===== config.mk =====
export PLATFORM = sky130hd
export DESIGN_NAME = pipe_alu_issue_ctrl
export DESIGN_NICKNAME = d
export VERILOG_FILES = /design/src/rtl/pipe_alu_pkg.sv /design/src/rtl/pipe_alu_scoreboard.sv /design/src/rtl/pipe_alu_issue_ctrl.sv
export SDC_FILE = /design/constraint.sdc
export NUM_CORES = 1
export LEC_CHECK = 0
export ABC_CLOCK_PERIOD_IN_PS = 2600
export CAP_MARGIN = 20
export CORE_MARGIN = 3
export CORE_UTILIZATION = 40
export DETAILED_ROUTE_END_ITERATION = 6
export GPL_ROUTABILITY_DRIVEN = 0
export PLACE_DENSITY = 0.76
export SYNTH_ARGS = -nofsm -noshare
export SYNTH_HDL_FRONTEND = slang
export SYNTH_SLANG_ARGS = --single-unit

===== constraint.sdc =====
create_clock -name clk -period 2.6 [get_ports clk]
set_input_delay 0.26 -clock clk [delete_from_list [all_inputs] [get_ports clk]]
set_output_delay 0.26 -clock clk [all_outputs]
set_load 0.005 [all_outputs]

===== src/rtl/pipe_alu_pkg.sv =====
// pipe_alu_pkg: shared types and constants for the pipe_ALU issue controller.
//   - func code constants (ADD, SUB, MUL, SLA)
//   - alu_op_t: the op fields handed to pipe_ALU
//   - state_t: issue controller FSM states
//   - DEFAULT_PIPE_DEPTH: default ALU occupancy in cycles
package pipe_alu_pkg;

    localparam logic [3:0] ADD = 4'd0;
    localparam logic [3:0] SUB = 4'd1;
    localparam logic [3:0] MUL = 4'd2;
    localparam logic [3:0] SLA = 4'd11;

    localparam int unsigned DEFAULT_PIPE_DEPTH = 3;

    typedef struct packed {
        logic [3:0] rs1;
        logic [3:0] rs2;
        logic [3:0] rd;
        logic [3:0] func;
        logic [7:0] addr;
    } alu_op_t;

    typedef enum logic [1:0] {
        IDLE  = 2'd0,
        RUN   = 2'd1,
        STALL = 2'd2,
        DRAIN = 2'd3
    } state_t;

endpackage


===== src/rtl/pipe_alu_scoreboard.sv =====
// pipe_alu_scoreboard: PIPE_DEPTH-stage shift register of {valid, rd} tracking ops in the ALU.
// Ports:
//   clk, reset  - clock (rising edge), asynchronous active-high reset
//   load        - an op is accepted this cycle; stage 0 captures it at the edge
//   load_rd     - destination register of the accepted op
//   pending     - bit r set while any valid stage holds rd == r
//   hold        - pending restricted to stages that are still in flight after the coming
//                 edge; the last stage writes back at that edge, so a consumer accepted on
//                 the same edge already reads the new value
module pipe_alu_scoreboard
    import pipe_alu_pkg::*;
#(
    parameter int unsigned PIPE_DEPTH = DEFAULT_PIPE_DEPTH
) (
    input  logic        clk,
    input  logic        reset,
    input  logic        load,
    input  logic [3:0]  load_rd,
    output logic [15:0] pending,
    output logic [15:0] hold
);

    logic [PIPE_DEPTH-1:0]      valid_q, valid_d;
    logic [PIPE_DEPTH-1:0][3:0] rd_q, rd_d;

    always_comb begin
        valid_d    = valid_q;
        rd_d       = rd_q;
        valid_d[0] = load;
        rd_d[0]    = load_rd;
        for (int i = 1; i < int'(PIPE_DEPTH); i++) begin
            valid_d[i] = valid_q[i-1];
            rd_d[i]    = rd_q[i-1];
        end
    end

    always_comb begin
        pending = '0;
        hold    = '0;
        for (int i = 0; i < int'(PIPE_DEPTH); i++) begin
            if (valid_q[i]) begin
                pending[rd_q[i]] = 1'b1;
            end
        end
        for (int i = 0; i < int'(PIPE_DEPTH) - 1; i++) begin
            if (valid_q[i]) begin
                hold[rd_q[i]] = 1'b1;
            end
        end
    end

    always_ff @(posedge clk or posedge reset) begin
        if (reset) begin
            valid_q <= '0;
            rd_q    <= '0;
        end else begin
            valid_q <= valid_d;
            rd_q    <= rd_d;
        end
    end

endmodule


===== src/rtl/pipe_alu_issue_ctrl.sv =====
// pipe_alu_issue_ctrl: in-order single-issue controller in front of pipe_ALU with RAW
// hazard detection and a drain handshake.
// Ports:
//   clk, reset                        - clock (rising edge), asynchronous active-high reset
//   in_valid / in_ready               - op offer / acceptance (in_ready is combinational)
//   in_rs1, in_rs2, in_rd, in_func    - offered op register fields and function code
//   in_addr                           - offered op memory address
//   rs1, rs2, rd, func, addr          - registered op fields driven to pipe_ALU
//   issue                             - one-cycle strobe: ALU fields hold a new op
//   drain_req / drain_done            - stop accepting and empty the pipe / drained
//   idle                              - no op in flight
//   stall_cnt, issue_cnt              - statistics counters
// Configuration: define PIPE_ALU_ISSUE_STATS_EN to build the saturating statistics
// counters; otherwise both counter ports are tied to zero.
module pipe_alu_issue_ctrl
    import pipe_alu_pkg::*;
#(
    parameter int unsigned PIPE_DEPTH = DEFAULT_PIPE_DEPTH,
    parameter int unsigned STAT_W     = 16
) (
    input  logic              clk,
    input  logic              reset,
    input  logic              in_valid,
    output logic              in_ready,
    input  logic [3:0]        in_rs1,
    input  logic [3:0]        in_rs2,
    input  logic [3:0]        in_rd,
    input  logic [3:0]        in_func,
    input  logic [7:0]        in_addr,
    output logic [3:0]        rs1,
    output logic [3:0]        rs2,
    output logic [3:0]        rd,
    output logic [3:0]        func,
    output logic [7:0]        addr,
    output logic              issue,
    input  logic              drain_req,
    output logic              drain_done,
    output logic              idle,
    output logic [STAT_W-1:0] stall_cnt,
    output logic [STAT_W-1:0] issue_cnt
);

    state_t      state_q, state_d;
    alu_op_t     op_q, op_d;
    logic        issue_q, issue_d;
    logic [15:0] pending;
    logic [15:0] hold;
    logic        hazard;
    logic        sb_empty;
    logic        accept;

    pipe_alu_scoreboard #(
        .PIPE_DEPTH (PIPE_DEPTH)
    ) u_scoreboard (
        .clk     (clk),
        .reset   (reset),
        .load    (accept),
        .load_rd (in_rd),
        .pending (pending),
        .hold    (hold)
    );

    // Only source operands are checked: writes retire in order, so WAW is safe, and an op
    // is never in the scoreboard while it is itself being offered.
    assign hazard   = hold[in_rs1] | hold[in_rs2];
    // Every valid entry sets some pending bit, so an all-zero mask means nothing in flight.
    assign sb_empty = ~|pending;
    // drain_req wins over a simultaneous offer.
    assign in_ready = !reset && (state_q != DRAIN) && !drain_req && !hazard;
    assign accept   = in_valid && in_ready;

    always_comb begin
        state_d = state_q;
        if (drain_req) begin
            state_d = DRAIN;
        end else begin
            unique case (state_q)
                IDLE: begin
                    if (accept) state_d = RUN;
                end
                RUN: begin
                    if (in_valid && hazard)      state_d = STALL;
                    else if (sb_empty && !accept) state_d = IDLE;
                end
                STALL: begin
                    if (sb_empty && !accept) state_d = IDLE;
                    else if (!hazard)        state_d = RUN;
                end
                DRAIN: begin
                    if (sb_empty) state_d = IDLE;
                end
                default: state_d = IDLE;
            endcase
        end
    end

    always_comb begin
        op_d    = op_q;
        issue_d = accept;
        if (accept) begin
            op_d.rs1  = in_rs1;
            op_d.rs2  = in_rs2;
            op_d.rd   = in_rd;
            op_d.func = in_func;
            op_d.addr = in_addr;
        end
    end

    always_ff @(posedge clk or posedge reset) begin
        if (reset) begin
            state_q <= IDLE;
            op_q    <= '0;
            issue_q <= 1'b0;
        end else begin
            state_q <= state_d;
            op_q    <= op_d;
            issue_q <= issue_d;
        end
    end

    assign rs1        = op_q.rs1;
    assign rs2        = op_q.rs2;
    assign rd         = op_q.rd;
    assign func       = op_q.func;
    assign addr       = op_q.addr;
    assign issue      = issue_q;
    assign drain_done = (state_q == DRAIN) && sb_empty;
    assign idle       = sb_empty && !issue_q;

`ifdef PIPE_ALU_ISSUE_STATS_EN
    logic [STAT_W-1:0] issue_cnt_q, issue_cnt_d;
    logic [STAT_W-1:0] stall_cnt_q, stall_cnt_d;

    always_comb begin
        issue_cnt_d = issue_cnt_q;
        stall_cnt_d = stall_cnt_q;
        if (accept && (issue_cnt_q != '1)) begin
            issue_cnt_d = issue_cnt_q + STAT_W'(1);
        end
        if ((state_q == STALL) && (stall_cnt_q != '1)) begin
            stall_cnt_d = stall_cnt_q + STAT_W'(1);
        end
    end

    always_ff @(posedge clk or posedge reset) begin
        if (reset) begin
            issue_cnt_q <= '0;
            stall_cnt_q <= '0;
        end else begin
            issue_cnt_q <= issue_cnt_d;
            stall_cnt_q <= stall_cnt_d;
        end
    end

    assign issue_cnt = issue_cnt_q;
    assign stall_cnt = stall_cnt_q;
`else
    assign issue_cnt = '0;
    assign stall_cnt = '0;
`endif

endmodule


Word-level counts from Yosys, hierarchy flattened
Cells that the tools add are included.
{"block": "totals", "reg_bits": 42, "in_bits": 28, "output_inout_bits": 60, "elab_cells": 71}
{"block": "op_classes", "n_reduce_logical": 20, "bitwise": 3, "n_mux": 21, "n_eq_ne": 8, "order_cmp": 8}
{"op": "16-bit 2-to-1 mux", "n": 3}
{"op": "16-bit bitwise OR", "n": 2}
{"op": "4-bit by 5-bit less-than comparator with 1-bit output (second input constant)", "n": 5}
{"op": "16-bit OR reduction", "n": 1}
{"op": "2-bit 2-to-1 mux", "n": 7}
{"op": "1-bit demux with 4-bit select", "n": 3}
{"op": "4-bit by 1-bit greater-or-equal comparator with 1-bit output (second input constant)", "n": 3}
{"op": "1-bit logical AND", "n": 11}
{"op": "1-bit binary-select mux with 4-bit select", "n": 2}
{"op": "4-bit inequality test (second input constant)", "n": 2}
{"op": "2-bit case mux with 4 select lines", "n": 1}
{"op": "1-bit logical NOT", "n": 6}
{"op": "3-bit inequality test (second input constant)", "n": 2}
{"op": "1-bit 2-to-1 mux", "n": 5}
{"op": "2-bit == test (second input constant)", "n": 2}
{"op": "4-bit AND reduction", "n": 1}
{"op": "2-bit by 1-bit == test with 1-bit output (second input constant)", "n": 1}
{"op": "2-bit logical NOT", "n": 1}
{"op": "2-bit inequality test (second input constant)", "n": 1}
{"op": "1-bit bitwise OR", "n": 1}

Longest topological paths before layout
Gate-level depths: netlist of run 1.
{"block": "depth", "depth_word": 19, "mapped_depth": 9, "mapped_depth_nobuf": 7}

Cells and area by module
Synthesis of run 1 repeated with hierarchy kept, for this count alone.
{"block": "unflattened", "cells_unflattened": 210, "hier_area_um2": 2547.4}
{"module": "pipe_alu_issue_ctrl", "cells_each": 131, "instances": 1, "seq_area_each_um2": 675.6, "area_per_inst_um2": 1724.2}
{"module": "pipe_alu_scoreboard", "cells_each": 79, "instances": 1, "seq_area_each_um2": 375.4, "area_per_inst_um2": 823.3}

Worst setup path after synthesis of run 1
No wires, ideal clock.
{"block": "synth_timing", "kind": "register to register", "from": "reg u_scoreboard.valid_q[0]", "to": "reg op_q (netlist bit rd[1])", "setup_ns": 0.125, "path_buffers": 1, "t_required_ns": 2.475, "path_stages_with_launch": 9, "synth_period_minus_slack_ns": 2.555, "setup_slack_ns": 0.045, "t_arrival_ns": 2.430, "path_cell_list": "dfrtp_1 or3b_4 o32a_1 or4b_1 o311ai_1 nor3_2 nand4_4 buf_12 mux2_4"}
{"block": "synth_via", "elab_chain_len": 9, "elab_cells_between_ends": 11, "cone_classes": "mux (6); bitwise (2); reduce/logical (3)"}
{"item": "start: declaration", "line_no": "pipe_alu_scoreboard.sv:23", "source": "logic [PIPE_DEPTH-1:0] valid_q, valid_d;"}
{"item": "start signal: assignment", "line_no": "pipe_alu_scoreboard.sv:57", "source": "valid_q <= valid_d;"}
{"item": "16-bit 2-to-1 mux (*)", "line_no": "pipe_alu_scoreboard.sv:46", "source": "if (valid_q[i]) begin"}
{"item": "16-bit bitwise OR (no source line)"}
{"item": "16-bit 2-to-1 mux (*)", "line_no": "pipe_alu_scoreboard.sv:46"}
{"item": "1-bit binary-select mux with 4-bit select", "line_no": "pipe_alu_issue_ctrl.sv:65", "source": "assign hazard = hold[in_rs1] | hold[in_rs2];"}
{"item": "1-bit 2-to-1 mux (implied by the code)", "line_no": "pipe_alu_issue_ctrl.sv:65"}
{"item": "1-bit bitwise OR (*)", "line_no": "pipe_alu_issue_ctrl.sv:65"}
{"item": "1-bit logical NOT (*)"}
{"item": "1-bit logical AND (*)", "line_no": "pipe_alu_issue_ctrl.sv:69", "source": "assign in_ready = !reset && (state_q != DRAIN) && !drain_req && !hazard;"}
{"item": "1-bit logical AND (*)", "line_no": "pipe_alu_issue_ctrl.sv:70", "source": "assign accept = in_valid && in_ready;"}
{"item": "end signal: assignment", "line_no": "pipe_alu_issue_ctrl.sv:116", "source": "op_q <= op_d;"}
{"item": "end: declaration", "line_no": "pipe_alu_issue_ctrl.sv:44", "source": "alu_op_t op_q, op_d;"}
Mark *: on every way between the ends. The rest lies on a longest branch, timed or not. The select of a mux whose other input is x is not followed.
A chain may end at the register's enable or synchronous reset.

Final worst setup path of run 1
{"block": "layout_timing", "from": "reg u_scoreboard.rd_q (netlist bit u_scoreboard.rd_d[11])", "to": "out in_ready"}
{"block": "layout_via", "elab_chain_len": 11, "elab_cells_between_ends": 14, "cone_classes": "order compare (2); mux (7); bitwise (2); reduce/logical (3)"}
{"item": "start: declaration", "line_no": "pipe_alu_scoreboard.sv:24", "source": "logic [PIPE_DEPTH-1:0][3:0] rd_q, rd_d;"}
{"item": "start signal: assignment", "line_no": "pipe_alu_scoreboard.sv:58", "source": "rd_q <= rd_d;"}
{"item": "4-bit by 5-bit less-than comparator with 1-bit output (implied by the code) or 4-bit by 1-bit greater-or-equal comparator with 1-bit output (tied branches)", "line_no": "pipe_alu_scoreboard.sv:47", "source": "hold[rd_q[i]] = 1'b1;"}
{"item": "1-bit logical AND (implied by the code)", "line_no": "pipe_alu_scoreboard.sv:47"}
{"item": "1-bit 2-to-1 mux (implied by the code)", "line_no": "pipe_alu_scoreboard.sv:47"}
{"item": "1-bit demux with 4-bit select (*)"}
{"item": "16-bit bitwise OR (no source line) (*)"}
{"item": "16-bit 2-to-1 mux (*)", "line_no": "pipe_alu_scoreboard.sv:46"}
{"item": "1-bit binary-select mux with 4-bit select", "line_no": "pipe_alu_issue_ctrl.sv:65"}
{"item": "1-bit 2-to-1 mux (implied by the code)", "line_no": "pipe_alu_issue_ctrl.sv:65"}
{"item": "1-bit bitwise OR (*)", "line_no": "pipe_alu_issue_ctrl.sv:65"}
{"item": "1-bit logical NOT (*)"}
{"item": "1-bit logical AND (*)", "line_no": "pipe_alu_issue_ctrl.sv:69"}
{"item": "end: declaration", "line_no": "pipe_alu_issue_ctrl.sv:24", "source": "output logic in_ready,"}
Marked as above.

==> results.tsv, run 1 <==
metric	value	unit
CP required	2340	ps
Synth Area in Compound Gates	13.7	%
clock tree buffer depth	2	
Final Hold Vio Count	0	
YS warnings	0	
RSZ-0062 raised after global routing	true	
Psw	498	µW
Post-Synth Adder-Cell Area	0	%
worst clock skew	6.06	ps
die width	83.2	µm
startpoint type of the worst setup path	flip-flop	
initial antenna violation count	0	
Die Y	83.2	µm
clock-pin slew on the worst setup and hold paths	80	ps
n_diodes	0	
XOR/XNOR Fraction of Synth Area	1.47	%
worst skew pair latency	290	ps
Post-Route WL	5.86	mm
PwrDens	590	nW/µm²
# fillers	470	
Hold Crit Class	primary input to asynchronous set/reset pin	
number of flops mapped to enable cells by yosys	0	
DRT iter0 DRCs	248	
initial core utilization	42.2	%
flops & latches, synth	37	
hpwl dp	4.51	mm
DR pass1 iterations	6	
multiplexer share of the synthesized area	14.8	%
commonest cells after routing, fill and taps aside	clkdlybuf4s50_1 (52), buf_4 (45), dfrtp_1 (35)	
total grt overflow	0	
synthesized area	2380	µm²
Seq/Total Area, Yosys	38.9	%
Layout area overhead	41.4	%
worst r2r dst	rd[2]	
R2R Setup Slk	-40	ps
largest family of logic cells by synthesized area	simple AND/OR/NAND/NOR gates	
Sw Share	25.1	%
H-tree Lvls	2	
CTS tree	yes	
DR vias	2107	
largest net degree at the start of global routing	38	
Async SR Flop Fraction	100	%
ys flop type	dfrtp_1	
power share of the clock group	25.9	%
Cell variety after synth	49	
GRT Util Overall	17.1	%
Critical Path Sink Type	output port	
Synth Instances	226	
commonest non-fill, non-tap cell in the layout	clkdlybuf4s50_1	
post-synthesis simple-gate area fraction	16.6	%
Post-Place Worst Slack	-265	ps
Leak	0.00156	µW
Final Setup Violations	22	
fin crit period	2720	ps
residual DRC count	0	
fraction of layout cells with a size suffix above 1	29.1	%
core area	5640	µm²
remaining antenna violation count	0	
DR WL/cell	14.7	µm
WP data arrival	2460	ps
Pint	1490	µW
Final Max Tran Viols	0	
nets@finish	353	
maximum VDD drop	484	µV
syn_area_per_cell	10.5	µm²
row cnt	27	
Placed Cells	388	
Port Buf Inserts	55	
global-route wire length before repair	9.56	mm
combinational power share	34.6	%
reg2reg path depth	9	
Tcrit/Tclk final	105	%
failing checks	setup timing	
Peak Freq	0.368	GHz
PnR worst setup slack	-119	ps
die area	6910	µm²
worst-path fanout max	3	
status	finished with violations	
I/O pin count	88	
Flop pwr share	39.5	%
via density per instance	5.29	
Layout Cells excl Fill	398	
CTS root buffer	clkbuf_8	
Max-cap violations	0	
CTS buffer count	5	
vias in the first global route	1982	
launching point of the worst reg2reg path	u_scoreboard.rd_d[11]	
crit path kind	flip-flop to output port	
CTS sink count	37	
==> routing by layer <==
| metal | track usage [%] | vias to the layer above | wire length, µm |
|---|---|---|---|
| li1 | - | 955 | - |
| met4 | 7.28 | 0 | 228 |
| met1 | 23.2 | 949 | 2510 |
| met5 | 0 | - | 0 |
| met3 | 5.26 | 28 | 699 |
| met2 | 25.1 | 175 | 2420 |
==> power groups by stage <==
| stage | clock network [µW] | registers, µW | logic (µW) |
|---|---|---|---|
| 5_1_grt | 564 | 804 | 738 |
| 3_3_place_gp | 0 | 787 | 658 |
| 4_1_cts | 530 | 785 | 691 |
| 3_5_place_dp | 0 | 789 | 669 |
| 2_1_floorplan | 0 | 795 | 302 |
| 6_report | 514 | 784 | 686 |
==> critical path: stages, from the launching register on <==
cell and delay, ps:
dfrtp_1 390, or4bb_1 560, o32a_1 180, or4b_1 490
o311ai_2 100, nor3_2 70, nand3_1 80, and3b_1 180
buf_2 130
==> Yosys cell counts, types with 4 or more instances <==
cell	instances	area share (%)
nand2b_1	8	2.1
dfrtp_1	37	39
xor2_1	4	1.5
nor3_1	4	0.84
o32ai_1	5	1.8
clkbuf_1	6	0.95
o21ai_0	4	0.84
buf_4	32	10
mux2_2	6	2.8
nand2_1	9	1.4
mux2_4	19	12
o22ai_1	10	2.6
inv_1	8	1.3
nor2_1	16	2.5
nand3b_1	4	1.3
==> timing repair <==
action	4_1_cts	5_1_grt
pin swaps	6	4
setup buffers	2	0
hold buffers	0	0
setup endpoints to repair	27	25
gates resized for setup	15	0
==> stage by stage <==
step                      power [µW]  area, µm²  hold slack [ps]  TNS, ps  util [%]
final                           1990       3370              401     -636      59.7
after floorplan                 1100       2500              291        0         -
after global routing            2110       3370              430    -3020      59.7
after global placement          1450       3210              489    -2890      56.9
after CTS                       2010       3370              415    -2730      59.7
after detailed placement        1460       3210              495    -3730      56.9
==> registers in the layout, summed over array words and instances (netlist names) <==
| signal | cells |
|---|---|
| u_scoreboard.rd_d | 8 |
| u_scoreboard.valid_q | 3 |
| func | 4 |
| state_q | 2 |
| addr | 8 |
| rs1 | 4 |
| rs2 | 4 |
| rd | 4 |
==> logic make-up (layout without fill, tap and decap cells) <==
kind of cell           after synthesis  count (layout)
AND/OR/NAND/NOR                     65              65
buffers and inverters               50             119
AO/OA/AOI/OAI                       44              44
flip-flops                          37              37
other                                1              32
XOR/XNOR                             4               4
multiplexers                        25              25
==> how the worst max path moves through the flow <==
stage / from / to / slack, ps / cells after the start
floorplan: u_scoreboard.valid_q[0] / rd[1] / 50 / 8
global placement: in_rs2[0] / in_ready / -220 / 9
detailed placement: in_rs2[0] / in_ready / -270 / 9
CTS: u_scoreboard.rd_d[10] / in_ready / -210 / 8
global route: u_scoreboard.rd_d[11] / in_ready / -240 / 8
finish: u_scoreboard.rd_d[11] / in_ready / -120 / 8
==> area by class of cell <==
cell class / instances / area [µm²] / area share (%)
well taps: 72 / 90.1 / 2.68
clock inverters: 2 / 37.5 / 1.11
inverters: 8 / 30.0 / 0.892
multi-input cells: 170 / 1260 / 37.3
flip-flops and latches: 37 / 928 / 27.6
repair buffers: 103 / 941 / 27.9
clock buffers: 6 / 82.6 / 2.45
Power figures use the tool's default switching activity.
==> inputs of run 2 (changes only) <==
--- a/config.mk
+++ b/config.mk
@@ -5,13 +5,14 @@
 export SDC_FILE = /design/constraint.sdc
 export NUM_CORES = 1
 export LEC_CHECK = 0
-export ABC_CLOCK_PERIOD_IN_PS = 2600
+export ABC_CLOCK_PERIOD_IN_PS = 2850
 export CAP_MARGIN = 20
 export CORE_MARGIN = 3
-export CORE_UTILIZATION = 40
+export CORE_UTILIZATION = 45
+export CTS_CLUSTER_SIZE = 10
 export DETAILED_ROUTE_END_ITERATION = 6
 export GPL_ROUTABILITY_DRIVEN = 0
-export PLACE_DENSITY = 0.76
+export PLACE_DENSITY = 0.81
 export SYNTH_ARGS = -nofsm -noshare
 export SYNTH_HDL_FRONTEND = slang
 export SYNTH_SLANG_ARGS = --single-unit
==> constraint.sdc (replaced) <==
create_clock -name clk -period 2.85 [get_ports clk]
set_input_delay 0.285 -clock clk [delete_from_list [all_inputs] [get_ports clk]]
set_output_delay 0.285 -clock clk [all_outputs]
set_load 0.02 [all_outputs]
==> run 2 against run 1 <==
Against the previous run:
- the flow now finishes without violations
- sequential cell count did not move
- core utilization rose by 5.9 points
- final cell count fell by 3.8%
- global-route usage rose by 2.3 points
- worst hold slack improved by 22 ps
- register-to-register slack improved by 200 ps
- sequential power fell by 8.5%
- non-clock buffer count fell by 9
- die area fell by 10%
- clock skew fell by 1.8 ps
- total power fell by 7.2%
- largest power group is now combinational cells
==> results.tsv, run 2 (synthesis gave the netlist of run 1 again) <==
metric	value	unit	change
status	complete, no violations		was finished with violations
Psw	598	µW	was 498 µW
initial core utilization	48.5	%	was 42.2%
Flop pwr share	38.9	%	was 39.5%
Tcrit/Tclk final	99.0	%	
DR WL/cell	14.9	µm	was 14.7 µm
Post-Route WL	5.71	mm	was 5.86 mm
Hold Crit Class	primary input to asynchronous set/reset pin		unchanged
die width	78.7	µm	was 83.2 µm
PnR worst setup slack	28.1	ps	was -119 ps
commonest non-fill, non-tap cell in the layout	clkdlybuf4s50_1		unchanged
WP data arrival	2540	ps	was 2460 ps
maximum VDD drop	486	µV	was 484 µV
Top delay family on crit path	simple AND/OR/NAND/NOR gates		unchanged
global-route wire length before repair	9.56	mm	about the same
Layout Cells excl Fill	383		was 398
DRT iter0 DRCs	238		was 248
Min Hold Slack	423	ps	was 401 ps
CP Launch Point	u_scoreboard.rd_d[6]		was u_scoreboard.rd_d[11]
RSZ-0062 raised after global routing	true		unchanged
Critical Path Sink Type	output port		unchanged
PwrDens	571	nW/µm²	was 590 nW/µm²
Peak Freq	0.354	GHz	
total grt overflow	0		unchanged
worst stage delay on the critical path	490	ps	was 560 ps
largest net degree at the start of global routing	38		unchanged
I/O pin count	88		unchanged
commonest cells after routing, fill and taps aside	clkdlybuf4s50_1 (52), buf_4 (38), dfrtp_1 (37)		was clkdlybuf4s50_1 (52), buf_4 (45), dfrtp_1 (35)
Leak	0.00147	µW	was 0.00156 µW
fin crit period	2820	ps	
DR pass1 iterations	4		was 6
power share of the clock group	19.7	%	was 25.9%
Worst Path Buf+Inv	1		unchanged
Die Y	78.7	µm	was 83.2 µm
crit path kind	flip-flop to output port		unchanged
die area	6200	µm²	was 6910 µm²
worst clock skew	4.29	ps	was 6.06 ps
startpoint type of the worst setup path	flip-flop		unchanged
worst path cell trace	or3b_4 > o32a_1 > or4b_1 > o311ai_2 > nor3_2 > nand3_1 > and3b_1 > buf_2		was or4bb_1 > o32a_1 > or4b_1 > o311ai_2 > nor3_2 > nand3_1 > and3b_1 > buf_2
Critical-path top delay cell	or4b_1		was or4bb_1
GRT Util Overall	19.4	%	was 17.1%
hpwl dp	4.40	mm	was 4.51 mm
CTS root buffer	clkbuf_8		unchanged
combinational power share	41.4	%	was 34.6%
Final Hold Vio Count	0		unchanged
Pint	1240	µW	was 1490 µW
H-tree Lvls	2		unchanged
Post-Place Worst Slack	-207	ps	was -265 ps
# fillers	402		was 470
Setup crit end	in_ready		unchanged
Max-cap violations	0		unchanged
vias in the first global route	2069		was 1,982
clock-pin slew on the worst setup and hold paths	70	ps	was 80 ps
via density per instance	5.41		was 5.29
residual DRC count	0		unchanged
Layout area overhead	35.4	%	was 41.4%
Port Buf Inserts	55		unchanged
power after layout	1840	µW	was 1990 µW
worst-path fanout max	4		was 3
fraction of layout cells with a size suffix above 1	25.9	%	was 29.1%
post-layout util	65.6	%	was 59.7%
core area	4910	µm²	was 5640 µm²
Sw Share	32.5	%	was 25.1%
WP depth	8		unchanged
n_diodes	0		unchanged
worst r2r dst	rd[3]		was rd[2]
launching point of the worst reg2reg path	u_scoreboard.rd_d[6]		was u_scoreboard.rd_d[11]
R2R Setup Slk	160	ps	was -40 ps
CTS sink count	37		unchanged
CP required	2570	ps	was 2340 ps
nets@finish	344		was 353
row cnt	25		was 27
remaining antenna violation count	0		unchanged
CTS buffer count	5		unchanged
Final Max Tran Viols	0		unchanged
initial antenna violation count	0		unchanged
CTS tree	yes		unchanged
worst skew pair latency	280	ps	was 290 ps
Final Setup Violations	0		was 22
DR vias	2072		was 2,107
reg2reg path depth	9		unchanged
clock tree buffer depth	2		unchanged
Placed Cells	374		was 388
==> run 2: changes by cell type in the layout (fill, tap and decap cells not counted), moves of 2 or more <==
| cell | delta |
|---|---|
| mux2_2 | +5 |
| buf_4 | -7 |
| dfrtp_1 | +2 |
| mux2_4 | -5 |
| buf_12 | -2 |
| dfrtp_2 | -2 |
==> run 2: power groups by stage <==
stage	Sequential (µW)	Clock (µW)	Combinational, µW
2_1_floorplan	852	0	309
3_3_place_gp	718	0	752
3_5_place_dp	720	0	761
4_1_cts	717	373	767
5_1_grt	735	396	809
6_report	717	362	763
==> run 2: worst reg2reg max path: stages, from the launching register on <==
cell      delay, ps
dfrtp_1         380
or3b_4          430
o32a_1          340
or4b_1          490
o311ai_2        100
nor3_2           80
buf_4           150
nand4_4         120
buf_4           190
mux2_4          310
==> run 2: how the worst min path moves through the flow <==
stage / startpoint / endpoint / slack [ps] / cells after the start
finish: reset / state_q[0] / 420 / 3
floorplan: in_rd[0] / u_scoreboard.rd_d[4] / 320 / 0
global route: reset / state_q[0] / 460 / 3
CTS: reset / state_q[0] / 430 / 3
global placement: addr[3] / addr[3] / 490 / 1
detailed placement: func[2] / func[2] / 490 / 1
==> run 2: through the flow <==
step	instance area, µm²	setup TNS (ps)
2_1_floorplan	2500	0
3_3_place_gp	3110	-140
3_5_place_dp	3110	-207
4_1_cts	3200	0
5_1_grt	3220	-87.6
6_report	3220	0
==> run 2: repair_timing <==
| action | CTS | global route |
|---|---|---|
| setup endpoints to repair | 2 | 2 |
| pin swaps | 0 | 1 |
| hold endpoints to repair | 0 | 0 |
| hold buffers | 0 | 0 |
| setup buffers | 1 | 1 |
| resized for setup | 6 | 3 |
==> run 2: metal layers <==
layer | vias up | track usage [%] | share of wire (%)
li1 | 947 | - | -
met4 | 0 | 8.92 | 3.2
met5 | - | 0 | 0
met1 | 958 | 24.9 | 41
met2 | 148 | 30.5 | 45
met3 | 19 | 5.33 | 11
==> run 2: cell type report <==
type                       instances  area (µm²)  share of cell area, %
inverter                           8        30.0                  0.932
sequential                        37         926                   28.7
timing repair buffer              94         852                   26.4
tap                               67        83.8                   2.60
clock buffer                       7        86.3                   2.68
multi-input combinational        170        1240                   38.6
==> inputs of run 3 (changes only) <==
--- a/config.mk
+++ b/config.mk
@@ -5,6 +5,7 @@
 export SDC_FILE = /design/constraint.sdc
 export NUM_CORES = 1
 export LEC_CHECK = 0
+export ABC_AREA = 0
 export ABC_CLOCK_PERIOD_IN_PS = 2850
 export CAP_MARGIN = 20
 export CORE_MARGIN = 3
@@ -16,3 +17,4 @@
 export SYNTH_ARGS = -nofsm -noshare
 export SYNTH_HDL_FRONTEND = slang
 export SYNTH_SLANG_ARGS = --single-unit
+export TNS_END_PERCENT = 50
==> results of run 3 <==
No change in the layout: final DEF, timing and power equal those of run 2.
